**src/rtl/writeback_store_if.sv**
```systemverilog
// Data-cache core port used by the writeback stage for stores:
// request (req/ack) plus completion (resp/respack) handshake.
interface writeback_store_if #(
  parameter int ADDR_W = 64,
  parameter int DATA_W = 64,
  parameter int TAG_W  = 13
);
  logic              reqcyc;
  logic [ADDR_W-1:0] req;
  logic [DATA_W-1:0] reqdata;
  logic [TAG_W-1:0]  reqtag;
  logic              reqack;
  logic              respcyc;
  logic              respack;

  modport master (
    output reqcyc, req, reqdata, reqtag, respack,
    input  reqack, respcyc
  );

  modport slave (
    input  reqcyc, req, reqdata, reqtag, respack,
    output reqack, respcyc
  );
endinterface

```
**src/rtl/writeback_store.sv**
```systemverilog
// Final pipeline stage: issues memory-destination stores through the cache
// port, then commits GPR / special-register results and retires the next-RIP.
module writeback_store #(
  parameter int         ADDR_W      = 64,
  parameter int         DATA_W      = 64,
  parameter int         TAG_W       = 13,
  parameter logic       WRITE_CODE  = 1'b1,
  parameter logic [3:0] MEMORY_CODE = 4'h1
) (
  input  logic              clk,
  input  logic              reset,
  input  logic              validIn,
  input  logic              isMemorySuccessfulIn,
  input  logic [63:0]       currentRipIn,
  input  logic [31:0]       instructionLengthIn,
  input  logic [7:0]        opcodeIn,
  input  logic [3:0]        destRegIn,
  input  logic              destRegValidIn,
  input  logic [DATA_W-1:0] destRegValueIn,
  input  logic [3:0]        destRegSpecialIn,
  input  logic              destRegSpecialValidIn,
  input  logic              isMemoryAccessDestIn,
  input  logic [ADDR_W-1:0] memoryAddressDestIn,
  output logic              wbStallOut,
  writeback_store_if.master dc,
  output logic              regWrEn,
  output logic [3:0]        regWrIdx,
  output logic [DATA_W-1:0] regWrData,
  output logic              specWrEn,
  output logic [3:0]        specWrIdx,
  output logic [DATA_W-1:0] specWrData,
  output logic              retireValidOut,
  output logic [63:0]       retiredRipOut
);

  typedef enum logic [1:0] {IDLE, STORE_REQ, STORE_WAIT, COMMIT} state_t;

  state_t state_q, state_d;

  // Instruction fields captured at accept, consumed when a store commits.
  logic [63:0]       rip_q;
  logic [31:0]       len_q;
  logic [3:0]        dest_idx_q, spec_idx_q;
  logic              dest_valid_q, spec_valid_q;
  logic [DATA_W-1:0] value_q;

  logic              reqcyc_q, reqcyc_d;
  logic [ADDR_W-1:0] req_q, req_d;
  logic [DATA_W-1:0] reqdata_q, reqdata_d;
  logic [TAG_W-1:0]  reqtag_q, reqtag_d;
  logic              respack_q, respack_d;
  logic              reg_wr_en_q, reg_wr_en_d;
  logic [3:0]        reg_wr_idx_q, reg_wr_idx_d;
  logic [DATA_W-1:0] reg_wr_data_q, reg_wr_data_d;
  logic              spec_wr_en_q, spec_wr_en_d;
  logic [3:0]        spec_wr_idx_q, spec_wr_idx_d;
  logic [DATA_W-1:0] spec_wr_data_q, spec_wr_data_d;
  logic              retire_q, retire_d;
  logic [63:0]       retired_rip_q, retired_rip_d;

  logic ready, accept;
  assign ready      = (state_q == IDLE) || (state_q == COMMIT);
  assign accept     = validIn && isMemorySuccessfulIn && ready;
  assign wbStallOut = !ready;

  // State register
  always_ff @(posedge clk) begin
    if (!reset) state_q <= IDLE;
    else        state_q <= state_d;
  end

  // Next-state logic
  always_comb begin
    state_d = state_q;
    case (state_q)
      IDLE, COMMIT: begin
        if (accept) state_d = isMemoryAccessDestIn ? STORE_REQ : COMMIT;
        else        state_d = IDLE;
      end
      STORE_REQ: begin
        if (dc.reqack) state_d = dc.respcyc ? COMMIT : STORE_WAIT;
      end
      STORE_WAIT: begin
        if (dc.respcyc) state_d = COMMIT;
      end
      default: state_d = IDLE;
    endcase
  end

  // Output next-values; a non-store commits straight from the inputs,
  // a store commits from the fields latched when it was accepted.
  always_comb begin
    logic [63:0]       src_rip;
    logic [31:0]       src_len;
    logic [3:0]        src_dest_idx, src_spec_idx;
    logic              src_dest_valid, src_spec_valid;
    logic [DATA_W-1:0] src_value;

    src_rip        = accept ? currentRipIn          : rip_q;
    src_len        = accept ? instructionLengthIn   : len_q;
    src_dest_idx   = accept ? destRegIn             : dest_idx_q;
    src_spec_idx   = accept ? destRegSpecialIn      : spec_idx_q;
    src_dest_valid = accept ? destRegValidIn        : dest_valid_q;
    src_spec_valid = accept ? destRegSpecialValidIn : spec_valid_q;
    src_value      = accept ? destRegValueIn        : value_q;

    reqcyc_d       = reqcyc_q;
    req_d          = req_q;
    reqdata_d      = reqdata_q;
    reqtag_d       = reqtag_q;
    respack_d      = 1'b0;
    reg_wr_en_d    = 1'b0;
    reg_wr_idx_d   = reg_wr_idx_q;
    reg_wr_data_d  = reg_wr_data_q;
    spec_wr_en_d   = 1'b0;
    spec_wr_idx_d  = spec_wr_idx_q;
    spec_wr_data_d = spec_wr_data_q;
    retire_d       = 1'b0;
    retired_rip_d  = retired_rip_q;

    if (accept && isMemoryAccessDestIn) begin
      reqcyc_d  = 1'b1;
      req_d     = memoryAddressDestIn;
      reqdata_d = destRegValueIn;
      reqtag_d  = {WRITE_CODE, MEMORY_CODE, opcodeIn};
    end else if (state_q == STORE_REQ && dc.reqack) begin
      reqcyc_d = 1'b0;
    end

    if ((state_q == STORE_REQ && dc.reqack && dc.respcyc) ||
        (state_q == STORE_WAIT && dc.respcyc)) begin
      respack_d = 1'b1;
    end

    if (state_d == COMMIT) begin
      reg_wr_en_d    = src_dest_valid;
      reg_wr_idx_d   = src_dest_idx;
      reg_wr_data_d  = src_value;
      spec_wr_en_d   = src_spec_valid;
      spec_wr_idx_d  = src_spec_idx;
      spec_wr_data_d = src_value;
      retire_d       = 1'b1;
      retired_rip_d  = src_rip + {32'd0, src_len};
    end
  end

  // Registered outputs and latched instruction fields
  always_ff @(posedge clk) begin
    if (!reset) begin
      reqcyc_q       <= 1'b0;
      req_q          <= '0;
      reqdata_q      <= '0;
      reqtag_q       <= '0;
      respack_q      <= 1'b0;
      reg_wr_en_q    <= 1'b0;
      reg_wr_idx_q   <= '0;
      reg_wr_data_q  <= '0;
      spec_wr_en_q   <= 1'b0;
      spec_wr_idx_q  <= '0;
      spec_wr_data_q <= '0;
      retire_q       <= 1'b0;
      retired_rip_q  <= '0;
      rip_q          <= '0;
      len_q          <= '0;
      dest_idx_q     <= '0;
      spec_idx_q     <= '0;
      dest_valid_q   <= 1'b0;
      spec_valid_q   <= 1'b0;
      value_q        <= '0;
    end else begin
      reqcyc_q       <= reqcyc_d;
      req_q          <= req_d;
      reqdata_q      <= reqdata_d;
      reqtag_q       <= reqtag_d;
      respack_q      <= respack_d;
      reg_wr_en_q    <= reg_wr_en_d;
      reg_wr_idx_q   <= reg_wr_idx_d;
      reg_wr_data_q  <= reg_wr_data_d;
      spec_wr_en_q   <= spec_wr_en_d;
      spec_wr_idx_q  <= spec_wr_idx_d;
      spec_wr_data_q <= spec_wr_data_d;
      retire_q       <= retire_d;
      retired_rip_q  <= retired_rip_d;
      if (accept) begin
        rip_q        <= currentRipIn;
        len_q        <= instructionLengthIn;
        dest_idx_q   <= destRegIn;
        spec_idx_q   <= destRegSpecialIn;
        dest_valid_q <= destRegValidIn;
        spec_valid_q <= destRegSpecialValidIn;
        value_q      <= destRegValueIn;
      end
    end
  end

  assign dc.reqcyc      = reqcyc_q;
  assign dc.req         = req_q;
  assign dc.reqdata     = reqdata_q;
  assign dc.reqtag      = reqtag_q;
  assign dc.respack     = respack_q;
  assign regWrEn        = reg_wr_en_q;
  assign regWrIdx       = reg_wr_idx_q;
  assign regWrData      = reg_wr_data_q;
  assign specWrEn       = spec_wr_en_q;
  assign specWrIdx      = spec_wr_idx_q;
  assign specWrData     = spec_wr_data_q;
  assign retireValidOut = retire_q;
  assign retiredRipOut  = retired_rip_q;

endmodule

```
**src/flat_wrapper.sv**
```systemverilog
// flat-port wrapper written by rule: the top's interface ports become plain ports
module writeback_store_flat 
#(
  parameter int         ADDR_W      = 64,
  parameter int         DATA_W      = 64,
  parameter int         TAG_W       = 13,
  parameter logic       WRITE_CODE  = 1'b1,
  parameter logic [3:0] MEMORY_CODE = 4'h1
)
  (clk, reset, validIn, isMemorySuccessfulIn, currentRipIn, instructionLengthIn, opcodeIn, destRegIn, destRegValidIn, destRegValueIn, destRegSpecialIn, destRegSpecialValidIn, isMemoryAccessDestIn, memoryAddressDestIn, wbStallOut, regWrEn, regWrIdx, regWrData, specWrEn, specWrIdx, specWrData, retireValidOut, retiredRipOut, dc_reqcyc, dc_req, dc_reqdata, dc_reqtag, dc_respack, dc_reqack, dc_respcyc);
  writeback_store_if #(.ADDR_W(ADDR_W), .DATA_W(DATA_W), .TAG_W(TAG_W)) dc_i ();
  input  logic clk;
  input  logic reset;
  input  logic validIn;
  input  logic isMemorySuccessfulIn;
  input  logic [63:0] currentRipIn;
  input  logic [31:0] instructionLengthIn;
  input  logic [7:0] opcodeIn;
  input  logic [3:0] destRegIn;
  input  logic destRegValidIn;
  input  logic [DATA_W-1:0] destRegValueIn;
  input  logic [3:0] destRegSpecialIn;
  input  logic destRegSpecialValidIn;
  input  logic isMemoryAccessDestIn;
  input  logic [ADDR_W-1:0] memoryAddressDestIn;
  output logic wbStallOut;
  output logic regWrEn;
  output logic [3:0] regWrIdx;
  output logic [DATA_W-1:0] regWrData;
  output logic specWrEn;
  output logic [3:0] specWrIdx;
  output logic [DATA_W-1:0] specWrData;
  output logic retireValidOut;
  output logic [63:0] retiredRipOut;
  output wire logic [$bits(dc_i.reqcyc)-1:0] dc_reqcyc;
  output wire logic [$bits(dc_i.req)-1:0] dc_req;
  output wire logic [$bits(dc_i.reqdata)-1:0] dc_reqdata;
  output wire logic [$bits(dc_i.reqtag)-1:0] dc_reqtag;
  output wire logic [$bits(dc_i.respack)-1:0] dc_respack;
  input wire logic [$bits(dc_i.reqack)-1:0] dc_reqack;
  input wire logic [$bits(dc_i.respcyc)-1:0] dc_respcyc;
  assign dc_reqcyc = dc_i.reqcyc;
  assign dc_req = dc_i.req;
  assign dc_reqdata = dc_i.reqdata;
  assign dc_reqtag = dc_i.reqtag;
  assign dc_respack = dc_i.respack;
  assign dc_i.reqack = dc_reqack;
  assign dc_i.respcyc = dc_respcyc;
  writeback_store #(.ADDR_W(ADDR_W), .DATA_W(DATA_W), .TAG_W(TAG_W), .WRITE_CODE(WRITE_CODE), .MEMORY_CODE(MEMORY_CODE)) u_core (.clk(clk), .reset(reset), .validIn(validIn), .isMemorySuccessfulIn(isMemorySuccessfulIn), .currentRipIn(currentRipIn), .instructionLengthIn(instructionLengthIn), .opcodeIn(opcodeIn), .destRegIn(destRegIn), .destRegValidIn(destRegValidIn), .destRegValueIn(destRegValueIn), .destRegSpecialIn(destRegSpecialIn), .destRegSpecialValidIn(destRegSpecialValidIn), .isMemoryAccessDestIn(isMemoryAccessDestIn), .memoryAddressDestIn(memoryAddressDestIn), .wbStallOut(wbStallOut), .dc(dc_i), .regWrEn(regWrEn), .regWrIdx(regWrIdx), .regWrData(regWrData), .specWrEn(specWrEn), .specWrIdx(specWrIdx), .specWrData(specWrData), .retireValidOut(retireValidOut), .retiredRipOut(retiredRipOut));
endmodule
```
**config.mk**
```make
export PLATFORM = sky130hd
export DESIGN_NAME = writeback_store_flat
export DESIGN_NICKNAME = d
export VERILOG_FILES = /design/src/rtl/writeback_store_if.sv /design/src/rtl/writeback_store.sv /design/src/flat_wrapper.sv
export SDC_FILE = /design/constraint.sdc
export NUM_CORES = 1
export LEC_CHECK = 0
export BUFFER_PORTS_ARGS = -buffer_cell sky130_fd_sc_hd__buf_4
export CAP_MARGIN = 20
export CORE_AREA = 2 2 232 234
export DETAILED_ROUTE_END_ITERATION = 6
export DIE_AREA = 0 0 234 236
export PLACE_DENSITY_LB_ADDON = 0.05
export SLEW_MARGIN = 15
export SYNTH_ARGS = -nofsm -noshare
export SYNTH_HDL_FRONTEND = slang
export SYNTH_SLANG_ARGS = --single-unit
```
**constraint.sdc**
```tcl
create_clock -name clk -period 7.9 [get_ports clk]
set_input_delay 0.79 -clock clk [delete_from_list [all_inputs] [get_ports clk]]
set_output_delay 0.79 -clock clk [all_outputs]
set_load 0.02 [all_outputs]
```
Yosys cells after proc, flatten, opt, wreduce, memory -nomap -nowiden
Index checks and enable logic that the tools add are counted.
Cells by class
  multipliers: 0
  $lt $le $gt $ge: 0
  add/subtract/negate cells: 1
  shift-type cells: 0
  divide/modulo/power cells: 0
  reduce and logical (&&, ||, !) cells: 13
  mux-type cells: 17
  eq/ne operators: 4
  bitwise gates (word level): 0
Operator list (number)
  two-way mux 64 bit: 2
  adder 64 x 32 -> 64 bit: 1
  two-way mux 32 bit: 1
  two-way mux 2 bit: 4
  two-way mux 4 bit: 2
  two-way mux 1 bit: 7
  equality test 2 bit, second input constant: 3
  logical AND 1 bit: 6
  case mux 2 bit (3 select lines): 1
  equality test 2 x 1 -> 1 bit, second input constant: 1
  zero test 2 bit: 1
  logical OR 1 bit: 2
  AND reduction 2 bit: 1
  nonzero test 2 bit: 1
  OR reduction 2 bit: 1
  zero test 1 bit: 1
Storage, ports and cells
  register bits after elaboration: 450
  latch bits: 0
  memory bits (writable): 0
  memory bits (read-only): 0
  memories kept: 0

Logic depth before layout (Yosys ltp)
Gate-level depths: netlist (run 1).
  depth after elaboration: 7
  gate-level depth with buffers: 26

Worst setup path before layout (run 1)
No wires, ideal clock.
  path type: in2reg
  from: input port validIn
  to: register u_core.retired_rip_q[39], in the netlist u_core.retiredRipOut[39]
  required time: 7.778 ns
  buffers on the path: 9
  path slack: 2.769 ns
  stages: 21
  data arrival time: 5.009 ns
  cell sequence: nand3_1 buf_4 buf_6 buf_4 buf_4 buf_2 buf_2 buf_2 mux2i_1 inv_1 ha_1 a211oi_1 or4_4 a41oi_2 o211a_1 or3_1 buf_6 a21oi_2 buf_2 nor4_1 a311o_1
Between the ends
  cells in the longest elaborated chain, start to end: 5
Ends and longest elaborated chain
  start, declared: RTL line flat_wrapper.sv:14  | input logic validIn;
  logical AND 1 bit * (2 in series): RTL line writeback_store.sv:63  | assign accept = validIn && isMemorySuccessfulIn && ready;
  branches (longest 3 deep; another with adder 64 x 32 -> 64 bit)
  end signal, assigned: RTL line writeback_store.sv:183  | retired_rip_q <= retired_rip_d;
  end, declared: RTL line writeback_store.sv:59  | logic [63:0] retired_rip_q, retired_rip_d;
Every way passes the cells marked *.
A chain may end at the register's enable or synchronous reset.

Worst setup path after layout (run 1)
  from: register u_core.state_q[0]
  to: register u_core.retired_rip_q[41], in the netlist u_core.retiredRipOut[41]
Between the ends
  cells in the longest elaborated chain, start to end: 6
Ends and longest elaborated chain
  start, declared: RTL line writeback_store.sv:38  | state_t state_q, state_d;
  start signal, assigned: RTL line writeback_store.sv:69  | else state_q <= state_d;
  branches (longest 6 deep; another with adder 64 x 32 -> 64 bit)
Several ways; the timed one is not identified.

==> results of run 1 <==
-- cell usage after synthesis (4+ instances only) --
master    number  share of area (%)
inv_1         15               0.30
buf_1         15               0.30
o21a_1         8               0.32
o21bai_1       4               0.16
clkbuf_1     119                2.4
a21oi_1      255                6.7
and2_1         9               0.30
o21ai_0       30               0.79
nor3_1        13               0.34
nand2b_1       9               0.30
or3_1         25               0.82
nand4_1       17               0.56
a31oi_1        7               0.23
xnor2_1       12               0.55
nand3_1       96                2.5
a211oi_1      77                3.0
buf_4         71                2.8
xor2_1         7               0.32
ha_1          35                2.3
a311o_1        7               0.37
buf_2         21               0.55
and3_1        19               0.63
nor2_1       212                4.2
nor4_1        11               0.36
or4_1          5               0.20
nand2_1      534                 11
mux2i_1      109                5.7
o211ai_1      29                1.1
dfxtp_1      450                 47
a21o_1        14               0.55
o311ai_0       4               0.18
-- cells by family (layout without fill, tap and decap cells) --
kind of cell    count (synthesis)  after routing
simple gates                  968            968
flops                         450            450
compound gates                467            467
mux                           112            112
buf+inv                       243            718
xor+xnor                       19             19
fa+ha+maj                      36             36
other cells                     1              4
-- layout by cell type (no fill, tap or decap), types with 30 or more instances in the layout --
master       n
a21oi_1    254
mux2i_1    109
a211oi_1    77
buf_4      607
clkbuf_16   52
nand3_1     95
o21ai_0     30
dfxtp_1    450
nand2_1    533
nor2_1     212
ha_1        35
-- metrics by stage --
step                util, %  instance area [um^2]
finish                 47.2                 25100
global route           47.2                 25100
CTS                    47.2                 25100
detailed placement     44.0                 23300
global placement       43.9                 23300
floorplan                 -                 19000
-- critical path: cells and delay by family, from the launching register on --
| family | cells | cell delay (ns) |
|---|---|---|
| AO/OA/AOI/OAI | 5 | 1.81 |
| adder cells (fa/ha/maj) | 2 | 0.78 |
| buffers and inverters | 2 | 0.16 |
| flip-flops | 1 | 0.35 |
| multiplexers | 1 | 0.61 |
| AND/OR/NAND/NOR | 4 | 1.55 |
-- layer usage --
metal	share of wire [%]	global-route usage, %	wire length (um)
met5	0.10	0	69
met4	2.6	6.75	1750
met3	7.2	5.86	4780
met2	47	37.8	31300
met1	43	29.3	28100
-- power by group --
part / switching [mW] / internal, mW / leakage, nW
sequential: 0.0536 / 2.37 / 3.66
combinational: 0.470 / 0.311 / 6.72
clock: 0.966 / 1.44 / 0.849
total: 1.49 / 4.12 / 11.2
-- registers in the layout, summed over array words and instances, names as in the netlist, 2 cells and up --
signal,count
u_core.dc.req,64
u_core.dc.reqdata,64
u_core.dc.reqtag,9
u_core.dest_idx_q,4
u_core.len_q,32
u_core.regWrIdx,4
u_core.retiredRipOut,64
u_core.rip_q,64
u_core.specWrData,64
u_core.specWrIdx,4
u_core.spec_idx_q,4
u_core.state_q,2
u_core.value_q,64
-- worst min path at each step --
| stage | to | depth (start not counted) |
|---|---|---|
| floorplan | u_core.len_q[0] | 2 |
| global placement | u_core.retiredRipOut[15] | 2 |
| detailed placement | u_core.dc.req[57] | 2 |
| CTS | u_core.dc.req[27] | 3 |
| global route | u_core.dc.req[57] | 3 |
| finish | u_core.dc.req[27] | 3 |
-- area by class of cell --
type | count | area, um^2 | share of cell area [%]
Antenna cell | 1 | 2.50 | 0.00999
Clock buffer | 78 | 1540 | 6.14
Clock inverter | 17 | 180 | 0.719
Inverter | 15 | 63.8 | 0.255
Multi-Input combinational cell | 1605 | 8800 | 35.1
Sequential cell | 450 | 9010 | 36.0
Tap cell | 696 | 871 | 3.48
Timing Repair Buffer | 608 | 4580 | 18.3
==> reports/qor.csv, run 1 <==
stage,metric,value,unit
critical_path,Critical Path Max Stage Delay,0.72,ns
timing,Setup TNS,0,ns
cts,Num CTS Buffers,51,
hold_path,HP Start,memoryAddressDestIn[27],
yosys,sequential share of the synthesized area,47.5,%
critical_path,r2r startpoint,u_core.state_q[0],
pwr,Overall Power,5.61,mW
cts,Post-CTS Repair Setup Buffers,0,
route,Iter 0 DRT Violations,972,
global_route,pin count of the biggest net entering global routing,170,
floorplanning,IO Pins,596,
placement,pre-CTS setup slack,2.47,ns
cts,"Clk pin slew, worst setup/hold paths",0.06,ns
cts,CTS tree,yes,
route,DRT Wirelength,66.0,mm
cts,CTS Root Cell,clkbuf_16,
timing,actual transition at the worst max-transition pin,1.01,ns
placement,Routability Congestion,0.863,
yosys,simple-gate share of the synthesized area,21.6,%
yosys,Post-Syn Instances,2296,
cts,clock sinks,450,
timing,Tcrit/Tclk final,68.8,%
critical_path,worst setup path endpoint,u_core.retiredRipOut[41],
yosys,ys async rst share,0,%
timing,Clock Skews,0.0177,ns
route,via count,17412,
pwr,pwr/cell area,224,mW/mm^2
timing,RSZ-0062 raised after global routing,no,
run,Max Cap Viol,0,
floorplanning,die area,0.0552,mm^2
floorplanning,Initial Util,35.8,%
yosys,Post-synth EDFFs,0,
placement,# port buffers,592,
yosys,Synth Area in Compound Gates,15.3,%
final_layout,Area Growth Syn to Fin,32.0,%
floorplanning,Die Ht,236,um
critical_path,worst-path maximum fanout,70,
yosys,Main synth FF type,dfxtp_1,
floorplanning,Die W,234,um
placement,dpl cells,3374,
timing,count of pins over their slew limit,0,
yosys,largest family of logic cells by synthesized area,simple AND/OR/NAND/NOR gates,
floorplanning,core area,0.0531,mm^2
critical_path,R2R depth,14,
global_route,vias in the first global route,16372,
route,DRC violations left,0,
cts,Skew-Pair Late Insertion Delay,0.59,ns
critical_path,Critical Path RT,8.38,ns
final_layout,"Cell Count, Final, Fillers Out",3470,
timing,setup ws final,2.47,ns
yosys,Post-Synth XOR/XNOR Area,0.877,%
pwr,peak supply drop,0.160,mV
final_layout,share of cells above drive strength 1,25.7,%
critical_path,Slowest cell on crit path,nand3_4,
yosys,Seq cells post-synth,450,
route,Vias/cell,5.02,
timing,Final Hold Viols,0,
global_route,initial antenna violation count,6,
global_route,first-pass GRT wire length,98.6,mm
pwr,Leak Pwr,11.2,nW
critical_path,crit path kind,flop to flop,
hold_path,type of the most critical hold path,primary input to flop,
yosys,synthesized area,0.0190,mm^2
cts,"Hold-fix buffers, CTS",0,
critical_path,worst-path cell chain,inv_1 -> ha_1 -> nand3_4 -> mux2i_1 -> inv_1 -> ha_1 -> a211oi_1 -> or4_4 -> a41oi_2 -> o211a_1 -> or3_1 -> a21oi_2 -> nor4_1 -> a311o_1,
run_status,status,"complete, no violations",
timing,f_max,184,MHz
global_route,GRT Util Overall,22.9,%
timing,Final Setup Violations,0,
timing,Hold Slack,0.445,ns
critical_path,flop2flop setup slack,2.47,ns
yosys,Post-Synth Adder-Cell Area,2.41,%
yosys,synth unique cells,68,
global_route,overflow left after global routing,0,
critical_path,CP endpoint kind,flop,
timing,relative slew slack,32.8,%
critical_path,critical path startpoint,u_core.state_q[0],
route,Routed Antenna Nets,0,
cts,cts repair resizes,0,
critical_path,Worst Setup Start Kind,flop,
yosys,Syn. warnings,0,
floorplanning,FP Rows,85,
cts,htree depth,2,
timing,post-route minimum period,5.43,ns
final_layout,fillers,5246,
route,WL per Instance,19.0,um
yosys,"Avg Cell Area, Syn",8.27,um^2
critical_path,R2R Path End,u_core.retiredRipOut[41],
critical_path,"Arr. time, crit path",5.91,ns
placement,DP HPWL,47.8,mm
cts,clk buf depth,3,
final_layout,Nets,3016,
yosys,multiplexer area fraction after synthesis,5.94,%
route,DR pass1 iterations,5,
(Power assumes the default switching activity.)
==> inputs of run 2 (changes only) <==
--- a/config.mk
+++ b/config.mk
@@ -7,9 +7,9 @@
 export LEC_CHECK = 0
 export BUFFER_PORTS_ARGS = -buffer_cell sky130_fd_sc_hd__buf_4
 export CAP_MARGIN = 20
-export CORE_AREA = 2 2 232 234
+export CORE_AREA = 2 2 234 236
 export DETAILED_ROUTE_END_ITERATION = 6
-export DIE_AREA = 0 0 234 236
+export DIE_AREA = 0 0 236 238
 export PLACE_DENSITY_LB_ADDON = 0.05
 export SLEW_MARGIN = 15
 export SYNTH_ARGS = -nofsm -noshare
==> constraint.sdc (replaced) <==
create_clock -name clk -period 5.4 [get_ports clk]
set_input_delay 0.54 -clock clk [delete_from_list [all_inputs] [get_ports clk]]
set_output_delay 0.54 -clock clk [all_outputs]
set_load 0.02 [all_outputs]
==> run 2 against run 1 <==
  * Sequential power is 46% higher
  * First-iteration DRC count is 13% higher
  * Clock skew is 0.0055 ns lower
  * Non-clock buffer count is 8 higher
  * Critical path depth is 3 higher
  * Fmax is 8.7% higher
  * Critical path type unchanged
  * Largest cell class unchanged
  * Die area is 1.7% higher
  * Global-route usage hardly changed
  * Worst setup slack worse by 2.1 ns
  * Cell count is 0.14% higher
==> reports/qor.csv, run 2 (synthesis results as in run 1) <==
stage,metric,value,unit
hold_path,Hold Crit Depth,3,
route,via count,17678,
final_layout,Area Growth Syn to Fin,32.3,%
pwr,power share of the clock group,42.4,%
cts,cts repair resizes,0,
run,Max Cap Viol,0,
timing,Hold Slack,0.199,ns
global_route,pin count of the biggest net entering global routing,121,
final_layout,fillers,5338,
pwr,Internal Power,5.98,mW
final_layout,"most common cell after layout, fill and taps aside",buf_4,
cts,"Hold-fix buffers, CTS",0,
critical_path,"Arr. time, crit path",5.50,ns
hold_path,HP Start,memoryAddressDestIn[34],
floorplanning,Initial Util,35.5,%
timing,f_max,200,MHz
route,DRT Wirelength,67.8,mm
cts,clock sinks,450,
pwr,peak supply drop,0.209,mV
cts,CTS Root Cell,clkbuf_16,
floorplanning,Die W,236,um
route,Routed Antenna Nets,0,
pwr,Overall Power,8.16,mW
pwr,sequential share of power,43.4,%
pwr,Leak Pwr,11.3,nW
cts,Post-CTS Repair Setup Buffers,0,
floorplanning,Die Ht,238,um
route,Vias/cell,5.09,
cts,Num CTS Buffers,50,
placement,DP HPWL,49.3,mm
pwr,Gate power share,14.1,%
critical_path,CP endpoint kind,flop,
final_layout,share of cells above drive strength 1,25.8,%
placement,# port buffers,592,
critical_path,R2R depth,17,
timing,Final Hold Viols,0,
critical_path,R2R Path End,u_core.retiredRipOut[34],
final_layout,most frequent cells in the layout,"buf_4, nand2_1, dfxtp_1",
cts,CTS tree,yes,
route,DRC violations left,0,
cts,"Clk pin slew, worst setup/hold paths",0.06,ns
run_status,status,"complete, no violations",
timing,Tcrit/Tclk final,92.6,%
global_route,overflow left after global routing,0,
route,Iter 0 DRT Violations,1103,
critical_path,flop2flop setup slack,0.40,ns
global_route,first-pass GRT wire length,101,mm
timing,Clock Skews,0.0122,ns
floorplanning,core area,0.0535,mm^2
critical_path,Critical Path RT,5.90,ns
hold_path,type of the most critical hold path,primary input to flop,
pwr,pwr/cell area,325,mW/mm^2
timing,post-route minimum period,5.00,ns
global_route,initial antenna violation count,4,
cts,htree depth,2,
floorplanning,die area,0.0562,mm^2
timing,count of pins over their slew limit,0,
timing,relative slew slack,30.8,%
critical_path,Worst Setup Start Kind,flop,
placement,Routability Congestion,0.849,
floorplanning,FP Rows,85,
route,WL per Instance,19.5,um
timing,RSZ-0062 raised after global routing,no,
final_layout,fin util,46.9,%
pwr,Switch Pwr,2.18,mW
global_route,vias in the first global route,16592,
timing,actual transition at the worst max-transition pin,1.04,ns
floorplanning,IO Pins,596,
timing,Final Setup Violations,0,
critical_path,crit path kind,flop to flop,
timing,Setup TNS,0,ns
pwr,Sw Share,26.7,%
cts,clk buf depth,3,
critical_path,r2r startpoint,u_core.state_q[0],
final_layout,Nets,3023,
critical_path,worst-path maximum fanout,41,
route,DR pass1 iterations,5,
global_route,GRT Util Overall,22.9,%
cts,Skew-Pair Late Insertion Delay,0.59,ns
hold_path,Hold EP,u_core.dc.req[34],
## run 2: metrics by stage
stage          area, um^2  setup WS [ns]  instances
3_5_place_dp        23400          0.456       3381
5_1_grt             25100         0.0680       3474
4_1_cts             25100          0.419       3473
6_report            25100          0.401       3475
2_1_floorplan       19000          0.337       2298
3_3_place_gp        23400          0.578       3381
## run 2: routing by layer
metal / vias to the layer above / part of all wire [%] / track usage (%)
met5: - / 0.055 / 0
met4: 6 / 3.0 / 7.45
met3: 113 / 7.3 / 6.04
met2: 567 / 47 / 37.8
met1: 8281 / 43 / 29.2
li1: 8711 / - / -
## run 2: how the worst max path moves through the flow
| stage | slack [ns] | depth (start not counted) | startpoint | to |
|---|---|---|---|---|
| floorplan | 0.34 | 23 | u_core.state_q[0] | u_core.retiredRipOut[39] |
| global placement | 0.58 | 17 | u_core.state_q[0] | u_core.retiredRipOut[56] |
| detailed placement | 0.46 | 17 | u_core.state_q[0] | u_core.retiredRipOut[56] |
| CTS | 0.42 | 17 | u_core.state_q[0] | u_core.retiredRipOut[56] |
| global route | 0.07 | 17 | u_core.state_q[0] | u_core.retiredRipOut[34] |
| finish | 0.40 | 17 | u_core.state_q[0] | u_core.retiredRipOut[34] |
## run 2: power by group through the flow
stage          Clock, mW  Sequential, mW  Combinational [mW]
6_report            3.46            3.54                1.15
4_1_cts             3.55            3.55                1.16
5_1_grt             3.68            3.56                1.26
3_5_place_dp           0            3.62                1.16
2_1_floorplan          0            3.69               0.597
3_3_place_gp           0            3.61                1.15
## run 2: area by class of cell
class	count	area, um^2	area share (%)
Antenna cell	1	2.50	0.00997
Clock buffer	81	1560	6.21
Clock inverter	11	109	0.434
Inverter	15	63.8	0.254
Multi-Input combinational cell	1605	8800	35.0
Sequential cell	450	9010	35.9
Tap cell	696	871	3.47
Timing Repair Buffer	616	4690	18.7
## run 2: worst max-delay path: stages, from the launching register on
cell	delay (ns)
dfxtp_1	0.35
inv_1	0.07
ha_1	0.39
and3_2	0.56
buf_12	0.29
nand2_1	0.12
nand2_1	0.07
ha_1	0.18
inv_1	0.07
fa_1	0.38
nand2b_1	0.22
a21oi_1	0.24
o2111ai_1	0.16
nand3_1	0.20
a41oi_1	0.29
a21o_1	0.59
or4_1	0.62
o211ai_1	0.10
==> inputs of run 3 (changes only) <==
--- a/config.mk
+++ b/config.mk
@@ -7,9 +7,9 @@
 export LEC_CHECK = 0
 export BUFFER_PORTS_ARGS = -buffer_cell sky130_fd_sc_hd__buf_4
 export CAP_MARGIN = 20
-export CORE_AREA = 2 2 234 236
+export CORE_AREA = 2 2 232 234
 export DETAILED_ROUTE_END_ITERATION = 6
-export DIE_AREA = 0 0 236 238
+export DIE_AREA = 0 0 234 236
 export PLACE_DENSITY_LB_ADDON = 0.05
 export SLEW_MARGIN = 15
 export SYNTH_ARGS = -nofsm -noshare
==> constraint.sdc (replaced) <==
create_clock -name clk -period 4.22 [get_ports clk]
set_input_delay 0.422 -clock clk [delete_from_list [all_inputs] [get_ports clk]]
set_output_delay 0.422 -clock clk [all_outputs]
set_load 0.02 [all_outputs]
==> run 3 against run 2 <==
  * Register-to-register slack lost 0.29 ns
  * Sequential power is 28% higher
  * Die area fell by 1.7%
  * Hold slack worse by 0.14 ns
  * Utilization increased by 1.8 points
  * Total power up 33%
  * Non-clock buffer count is 16 higher
  * Via count shrank 1.1%
  * Worst setup slack worse by 0.29 ns
  * Clock power grew 38%
  * Sequential cell count unchanged
  * Critical endpoint is now u_core.retiredRipOut[28]
  * Largest cell class is now multi-input gates
  * Highest routed layer is now met4
==> reports/qor.csv, run 3 (synthesis results as in run 1) <==
stage,metric,value,unit
floorplanning,core area,0.0531,mm^2
critical_path,"CP delay by family, top",compound AO/OA/AOI/OAI gates,
timing,f_max,244,MHz
cts,Post-CTS Repair Setup Buffers,0,
route,via count,17487,
global_route,overflow left after global routing,0,
critical_path,R2R depth,17,
cts,Num CTS Buffers,50,
cts,CTS Root Cell,clkbuf_16,
cts,clock sinks,450,
floorplanning,IO Pins,596,
critical_path,worst-path cell chain,inv_2 -> ha_4 -> and3_4 -> buf_12 -> nand2_1 -> nand2_1 -> ha_1 -> inv_1 -> fa_1 -> nand2b_4 -> a21o_1 -> a21oi_1 -> o211ai_1 -> a311oi_1 -> o211ai_1 -> a21o_1 -> a32o_1,
pwr,Switch Pwr,2.82,mW
pwr,Gate power share,14.2,%
route,DRT Wirelength,65.7,mm
final_layout,Area Growth Syn to Fin,36.2,%
critical_path,"Arr. time, crit path",4.59,ns
placement,DP HPWL,47.7,mm
critical_path,Worst Setup Start Kind,flop,
timing,actual transition at the worst max-transition pin,1.05,ns
floorplanning,Initial Util,35.8,%
placement,Routability Congestion,0.919,
critical_path,flop2flop setup slack,0.11,ns
critical_path,crit path kind,flop to flop,
route,WL per Instance,18.8,um
critical_path,"Buf+Inv Stages, Crit Path",3,
placement,dpl cells,3397,
timing,RSZ-0062 raised after global routing,yes,
global_route,initial antenna violation count,3,
critical_path,Slowest cell on crit path,a311oi_1,
global_route,vias in the first global route,16857,
route,Routed Antenna Nets,0,
timing,post-route minimum period,4.11,ns
hold_path,Hold EP,u_core.dc.req[34],
final_layout,"most common cell after layout, fill and taps aside",buf_4,
cts,CTS tree,yes,
timing,Clock Skews,0.0145,ns
floorplanning,Die W,234,um
critical_path,worst-path maximum fanout,30,
timing,count of pins over their slew limit,0,
timing,setup ws final,0.113,ns
global_route,M3 GR Usage,5.60,%
pwr,sequential share of power,41.8,%
timing,relative slew slack,29.8,%
timing,Final Setup Violations,0,
route,Iter 0 DRT Violations,919,
run_status,status,"complete, no violations",
global_route,pin count of the biggest net entering global routing,165,
floorplanning,FP Rows,85,
timing,Tcrit/Tclk final,97.3,%
critical_path,CP endpoint kind,flop,
final_layout,share of cells above drive strength 1,28.3,%
placement,pre-CTS setup slack,0.158,ns
hold_path,HP Start,memoryAddressDestIn[34],
cts,Skew-Pair Late Insertion Delay,0.60,ns
timing,Final Hold Viols,0,
pwr,Leak Pwr,11.5,nW
hold_path,Hold Crit Depth,3,
global_route,first-pass GRT wire length,98.3,mm
floorplanning,die area,0.0552,mm^2
critical_path,r2r startpoint,u_core.state_q[0],
route,Vias/cell,5.00,
run,Max Cap Viol,0,
critical_path,Critical Path RT,4.70,ns
final_layout,most frequent cells in the layout,"buf_4, nand2_1, dfxtp_1",
final_layout,fillers,5191,
pwr,power share of the clock group,44.0,%
hold_path,type of the most critical hold path,primary input to flop,
pwr,peak supply drop,0.325,mV
final_layout,Nets,3039,
route,DR pass1 iterations,5,
cts,clk buf depth,3,
global_route,M2 GR Usage,38.0,%
pwr,Sw Share,26.0,%
critical_path,R2R Path End,u_core.retiredRipOut[28],
final_layout,"Cell Count, Final, Fillers Out",3494,
global_route,GRT Util Overall,22.8,%
cts,htree depth,2,
pwr,Internal Power,8.02,mW
floorplanning,Die Ht,236,um
route,DRC violations left,0,
pwr,pwr/cell area,419,mW/mm^2
global_route,met1 Usage GRT,28.3,%
placement,# port buffers,592,
cts,"Clk pin slew, worst setup/hold paths",0.06,ns
critical_path,Critical Path Max Stage Delay,0.43,ns
global_route,busiest grt layer,met2,
[run 3: cell count changes in the layout (fill, tap and decap cells not counted), moves of 3 or more]
cell,change
a21oi_1,-4
a21oi_2,+3
and3_4,+3
buf_12,+6
buf_4,+10
bufinv_16,+5
clkbuf_1,-6
clkinvlp_4,+3
ha_1,-14
ha_4,+14
nand2_1,-22
nand2_2,+17
nand2_4,+5
[run 3: worst max path at each step]
stage / to / slack, ns / cells past startpoint / startpoint
6_report: u_core.retiredRipOut[28] / 0.11 / 17 / u_core.state_q[0]
5_1_grt: u_core.retiredRipOut[47] / -0.005 / 11 / u_core.state_q[0]
4_1_cts: u_core.retiredRipOut[61] / 0.13 / 16 / u_core.state_q[0]
3_5_place_dp: u_core.retiredRipOut[61] / 0.16 / 16 / u_core.state_q[0]
3_3_place_gp: u_core.retiredRipOut[61] / 0.25 / 16 / u_core.state_q[0]
2_1_floorplan: u_core.retiredRipOut[61] / -0.03 / 23 / u_core.state_q[0]
[run 3: metal layers]
| metal | vias up | wire, um |
|---|---|---|
| li1 | 8722 | - |
| met1 | 8151 | 28000 |
| met2 | 520 | 31200 |
| met3 | 94 | 4490 |
| met4 | 0 | 1990 |
| met5 | - | 0 |
[run 3: power by group through the flow]
stage                     registers, mW  logic (mW)  clock network [mW]
after floorplan                    4.72       0.831                   0
after global placement             4.62        1.52                   0
after detailed placement           4.63        1.54                   0
after CTS                          4.53        1.54                4.89
after global routing               4.55        1.68                5.06
final                              4.53        1.54                4.77
[run 3: repair_timing]
item	CTS	global route
endpoints found under the setup margin	0	8
hold buffers	0	0
resized for setup	0	5
[run 3: layout make-up]
type,instances,area [um^2],share of cell area (%)
multi-input combinational,1605,9180,35.5
sequential,450,9010,34.9
timing repair buffer,632,4890,18.9
clock buffer,75,1540,5.94
tap,696,871,3.37
clock inverter,18,295,1.14
inverter,15,63.8,0.247
antenna,3,7.51,0.0290
[run 3: per-stage QoR]
step | utilization (%) | total power [mW] | TNS (ns) | area, um^2 | hold WS [ns]
after CTS | 48.6 | 11.0 | 0 | 25800 | 0.0325
after global routing | 48.7 | 11.3 | -0.00783 | 25800 | 0.0500
after detailed placement | 45.1 | 6.17 | 0 | 24000 | 0.447
final | 48.7 | 10.8 | 0 | 25800 | 0.0623
after floorplan | - | 5.55 | -0.0470 | 19400 | 0.439
after global placement | 45.1 | 6.14 | 0 | 24000 | 0.442
[run 3: worst min-delay path, delay by kind of cell]
kind	cells	cell delay, ns
buffers and inverters	1	0.11
AO/OA/AOI/OAI	1	0.05
AND/OR/NAND/NOR	1	0.04
